$ cat src/rtl/toggle_pkg.sv
// Shared types and defaults for the pushbutton toggle controller.
package toggle_pkg;

    typedef enum logic [1:0] {
        IDLE        = 2'd0,
        DEB_PRESS   = 2'd1,
        PRESSED     = 2'd2,
        DEB_RELEASE = 2'd3
    } tdc_state_t;

    localparam int unsigned TDC_DEBOUNCE_DEF = 16;
    localparam int unsigned TDC_CNT_W_DEF    = 8;

endpackage

$ cat src/rtl/sync_2ff.sv
// Single-bit two-flop synchroniser for asynchronous inputs.
module sync_2ff (
    input  logic clk,
    input  logic rst,
    input  logic d,
    output logic q
);

    logic meta;

    always_ff @(posedge clk or posedge rst) begin
        if (rst) begin
            meta <= 1'b0;
            q    <= 1'b0;
        end else begin
            meta <= d;
            q    <= meta;
        end
    end

endmodule

$ cat src/rtl/toggle_debounce_ctrl.sv
// Debounces a raw pushbutton and turns each accepted press into a one-cycle
// T/enable pulse, tracking the expected latch state and a toggle count.
module toggle_debounce_ctrl
    import toggle_pkg::*;
#(
    parameter int unsigned DEBOUNCE_CYCLES = TDC_DEBOUNCE_DEF,
    parameter int unsigned CNT_W           = TDC_CNT_W_DEF
) (
    input  logic             clk,
    input  logic             rst,
    input  logic             btn_in,
    input  logic             hold,
    output logic             t_out,
    output logic             en_out,
    output logic             q_shadow,
    output logic [CNT_W-1:0] toggle_cnt,
    output logic             busy
);

    localparam int unsigned DCNT_W = $clog2(DEBOUNCE_CYCLES + 1);
    localparam logic [DCNT_W-1:0] DCNT_ONE  = DCNT_W'(1);
    localparam logic [DCNT_W-1:0] DCNT_LAST = DCNT_W'(DEBOUNCE_CYCLES - 1);

    tdc_state_t        state, state_n;
    logic [DCNT_W-1:0] cnt, cnt_n;
    logic              btn_s;
    logic              fire_c;
    logic              pulse_q;

    sync_2ff u_sync (
        .clk (clk),
        .rst (rst),
        .d   (btn_in),
        .q   (btn_s)
    );

    always_ff @(posedge clk or posedge rst) begin
        if (rst) begin
            state <= IDLE;
            cnt   <= '0;
        end else begin
            state <= state_n;
            cnt   <= cnt_n;
        end
    end

    // Comparing cnt against DEBOUNCE_CYCLES-1 is the same test as cnt+1 == DEBOUNCE_CYCLES.
    always_comb begin
        state_n = state;
        cnt_n   = cnt;
        fire_c  = 1'b0;
        case (state)
            IDLE: begin
                if (btn_s) begin
                    state_n = DEB_PRESS;
                    cnt_n   = DCNT_ONE;
                end
            end
            DEB_PRESS: begin
                if (!btn_s) begin
                    state_n = IDLE;
                    cnt_n   = '0;
                end else if (cnt == DCNT_LAST) begin
                    state_n = PRESSED;
                    cnt_n   = '0;
                    fire_c  = ~hold;
                end else begin
                    cnt_n = cnt + DCNT_ONE;
                end
            end
            PRESSED: begin
                if (!btn_s) begin
                    state_n = DEB_RELEASE;
                    cnt_n   = DCNT_ONE;
                end
            end
            DEB_RELEASE: begin
                if (btn_s) begin
                    state_n = PRESSED;
                    cnt_n   = '0;
                end else if (cnt == DCNT_LAST) begin
                    state_n = IDLE;
                    cnt_n   = '0;
                end else begin
                    cnt_n = cnt + DCNT_ONE;
                end
            end
            default: begin
                state_n = IDLE;
                cnt_n   = '0;
            end
        endcase
    end

    // One flop drives both T and enable so the latch sees them with zero skew.
    always_ff @(posedge clk or posedge rst) begin
        if (rst) begin
            pulse_q    <= 1'b0;
            q_shadow   <= 1'b0;
            toggle_cnt <= '0;
        end else begin
            pulse_q <= fire_c;
            if (fire_c) begin
                q_shadow   <= ~q_shadow;
                toggle_cnt <= toggle_cnt + CNT_W'(1);
            end
        end
    end

    assign t_out  = pulse_q;
    assign en_out = pulse_q;
    assign busy   = (state != IDLE);

endmodule

$ cat config.mk
export PLATFORM = sky130hd
export DESIGN_NAME = toggle_debounce_ctrl
export DESIGN_NICKNAME = d
export VERILOG_FILES = /design/src/rtl/toggle_pkg.sv /design/src/rtl/sync_2ff.sv /design/src/rtl/toggle_debounce_ctrl.sv
export SDC_FILE = /design/constraint.sdc
export NUM_CORES = 1
export LEC_CHECK = 0
export CORE_MARGIN = 1.5
export CORE_UTILIZATION = 35
export DETAILED_ROUTE_END_ITERATION = 16
export PLACE_DENSITY_LB_ADDON = 0.25
export REMOVE_ABC_BUFFERS = 1
export SKIP_LAST_GASP = 1
export SYNTH_ARGS = -nofsm -noshare
export SYNTH_HDL_FRONTEND = slang
export SYNTH_SLANG_ARGS = --single-unit
$ cat constraint.sdc
create_clock -name clk -period 1.9 [get_ports clk]
set_clock_uncertainty 0.15 [all_clocks]
set_input_delay 0.38 -clock clk [delete_from_list [all_inputs] [get_ports clk]]
set_output_delay 0.38 -clock clk [all_outputs]
set_load 0.1 [all_outputs]
==> flow_summary.toml <==
[sta]
rsz0062_at_grt = "no"
maxSlewViolCount = 0
finalCritPeriodShare_pct = 95.9
hold_violations = 0
holdWs_ns = 0.214
fin_setup_tns_ns = 0
maxSlewHeadroom_pct = 78.8
min_period_ns = 1.82
fmax_mhz = 549
tightestPinTransition_ns = 0.317
setup_viol_count_final = 0

[global_routing]
grt_pass1_wl_mm = 2.66
grt_start_max_net_pins = 20
antenna_found_initial = 0
grt_pass1_vias = 580
track_usage_pct = 13.4
overflow = 0

[synth]
avgSynthCellArea_um2 = 12.4
syn-cell-area_um2 = 890
synthCells = 72
async_flop_share_pct = 100
ys_ff_latch = 19
synth-edff-count = 0
seq_area_frac_synth_pct = 53.4
yosysUniqueCellTypes = 27
ys.flop_type = "dfrtp_1"
yosysWarnings = 0

[power]
sw_frac_of_total_pct = 25.3
p_sw_mw = 0.176
seq_power_share_pct = 61.8
p_per_area_nw_per_um2 = 565
internal-power_mw = 0.519
ir_drop_uv = 420
power_frac_clock_pct = 29.7
combPwrFrac_pct = 8.5
total_leakage_power_nw = 0.599

[place]
detailed_place_hpwl_mm = 1.12
place_congestion = 0.843
portBuffers = 15
dpl.cell_count = 117
dpl_cell_area_um2 = 1200

[setup_path]
crit_path_cell_trace = "or2_2, buf_12"
criticalPathCategory = "register to output port"
max_stage_delay_ns = 0.49
critPathRequiredTime_ns = 1.37
cp.arrival_ns = 1.29
cp_num_buf_inv = 1
crit_family = "flip-flops"
critPathCaptureType = "output port"
cpMaxStageDelayCell = "dfrtp_2"
reg2reg_depth = 4
startpoint_type = "register"
crit_path_max_fanout = 12
worst-r2r-setup-slack_ns = 0.22
r2r-start = "cnt[0]$_DFFE_PP0P_"

[detailed_routing]
drt_iter0_drc = 11
drc = 0
wl_per_cell_um = 13.1
totalWireLength_mm = 1.58
vias = 605
ant_nets = 0
drtPass1Iterations = 4
routed_via_density = 5.00

[die]
num_rows = 18
die_height_um = 53.4
core_um2 = 2430
die_w_um = 53.4
num_io_pins = 16
die-area_um2 = 2850
initial_utilization_pct = 36.6

[clock_tree]
cts_tree = "done"
clockBufferDepth = 2
cts.clk_slew.worst_paths_ns = 0.11
clockRootBuffer = "clkbuf_4"
cts.sinks = 19
cts.htree.levels = 1
clock_latency_ns = 0.29
numCtsBuffers = 3

[hold_path]
hold_depth = 0
hold_class = "register to register"
hold_path_end = "u_sync.q$_DFF_PP0_"
min_from = "u_sync.meta$_DFF_PP0_"

[final_layout]
final_nets = 98
final_cells = 121
diodes = 0
final_cell_area_um2 = 1230
layout-drive-gt1-share_pct = 28.6
area_growth_pct = 38.3

[outcome]
status = "finished clean"

[run]
drv_cap = 0
==> state kept, by name, summed over array words and instances (netlist names), named ones only <==
register	cells
en_out	1
u_sync.meta	1
cnt	5
toggle_cnt	8
state	1
u_sync.q	1
q_shadow	1
==> worst max-delay path by stage <==
stage	from	to	slack [ns]	cells past startpoint
6_report	state[0]$_DFFE_PP0P_	busy	0.08	2
5_1_grt	state[0]$_DFFE_PP0P_	busy	0.02	2
2_1_floorplan	toggle_cnt[0]$_DFFE_PP0P_	toggle_cnt[6]$_DFFE_PP0P_	-0.13	4
4_1_cts	state[0]$_DFFE_PP0P_	busy	0.01	2
3_5_place_dp	hold	toggle_cnt[1]$_DFFE_PP0P_	0.05	4
3_3_place_gp	hold	toggle_cnt[7]$_DFFE_PP0P_	0.07	4
==> logic make-up after synthesis <==
group / Yosys count / share of synthesized area, %
and+or+nand+nor: 25 / 21.2
DFF: 19 / 53.4
xor gates and xnor gates: 12 / 11.8
AOI/OAI and AO/OA: 7 / 5.62
buffers and inverters: 5 / 2.53
muxes: 2 / 2.53
adders and majority gates: 2 / 2.81
==> synthesized netlist by cell type, types with 2 or more instances <==
library cell	instances	area share, %
xnor2_1	3	3.0
nand2_1	2	0.84
nand4bb_1	2	2.5
nand4_1	2	1.4
o21a_1	2	1.7
dfrtp_1	19	53
nor3_1	3	1.7
nor2_1	2	0.84
xor2_1	9	8.9
inv_1	3	1.3
ha_1	2	2.8
a32o_1	2	2.3
nor4_1	2	1.4
o21ai_0	2	1.1
nand3_1	5	2.8
==> per-layer routing <==
metal	GRT usage [%]	share of wire, %
met3	2.54	3.2
met4	8.12	0.89
met1	17.9	48
met5	0	0
met2	19.8	47
==> repair_timing <==
item / in CTS / in global routing
hold buffers: 0 / 0
setup endpoints to repair: 0 / 1
endpoints found under the hold margin: 0 / 0
buffers inserted: 0 / 0
resized for setup: 0 / 1
==> power groups by stage <==
| stage | clock network (mW) | registers (mW) | logic (mW) |
|---|---|---|---|
| CTS | 0.215 | 0.429 | 0.0605 |
| global placement | 0 | 0.436 | 0.0585 |
| finish | 0.206 | 0.429 | 0.0589 |
| floorplan | 0 | 0.433 | 0.0403 |
| global route | 0.229 | 0.432 | 0.0642 |
| detailed placement | 0 | 0.437 | 0.0604 |
==> worst register-to-register path: cells and delay by family, from the launching register on <==
kind | cells | cell delay [ns]
flip-flops | 1 | 0.43
AND/OR/NAND/NOR | 2 | 0.39
multiplexers | 1 | 0.32
adder cells (fa/ha/maj) | 1 | 0.30
==> layout by cell type, fill, tap and decap left out, drive strengths merged, types with 3 or more instances in the layout <==
| master | synthesis | routed |
|---|---|---|
| xnor2 | 3 | 3 |
| nor4 | 3 | 3 |
| dfrtp | 19 | 19 |
| clkdlybuf4s50 | 0 | 3 |
| inv | 3 | 3 |
| nand3 | 6 | 6 |
| clkbuf | 1 | 3 |
| buf | 1 | 14 |
| xor2 | 9 | 9 |
| nor3 | 4 | 4 |
==> final cells by class <==
| class | instances | area [um2] |
|---|---|---|
| clock buffer | 3 | 22.5 |
| clock inverter | 1 | 5.00 |
| fill | 213 | 1200 |
| inverter | 3 | 11.3 |
| multi-input combinational | 48 | 392 |
| sequential | 19 | 477 |
| tap | 30 | 37.5 |
| timing repair buffer | 17 | 285 |
==> per-stage QoR <==
stage | util (%) | worst slack (ns) | power [mW]
2_1_floorplan | - | -0.131 | 0.474
3_3_place_gp | 49.4 | 0.0698 | 0.494
3_5_place_dp | 49.4 | 0.0549 | 0.497
4_1_cts | 50.5 | 0.0142 | 0.705
5_1_grt | 50.6 | 0.0152 | 0.725
6_report | 50.6 | 0.0778 | 0.694
No activity file was read; power rests on OpenSTA's default activity.
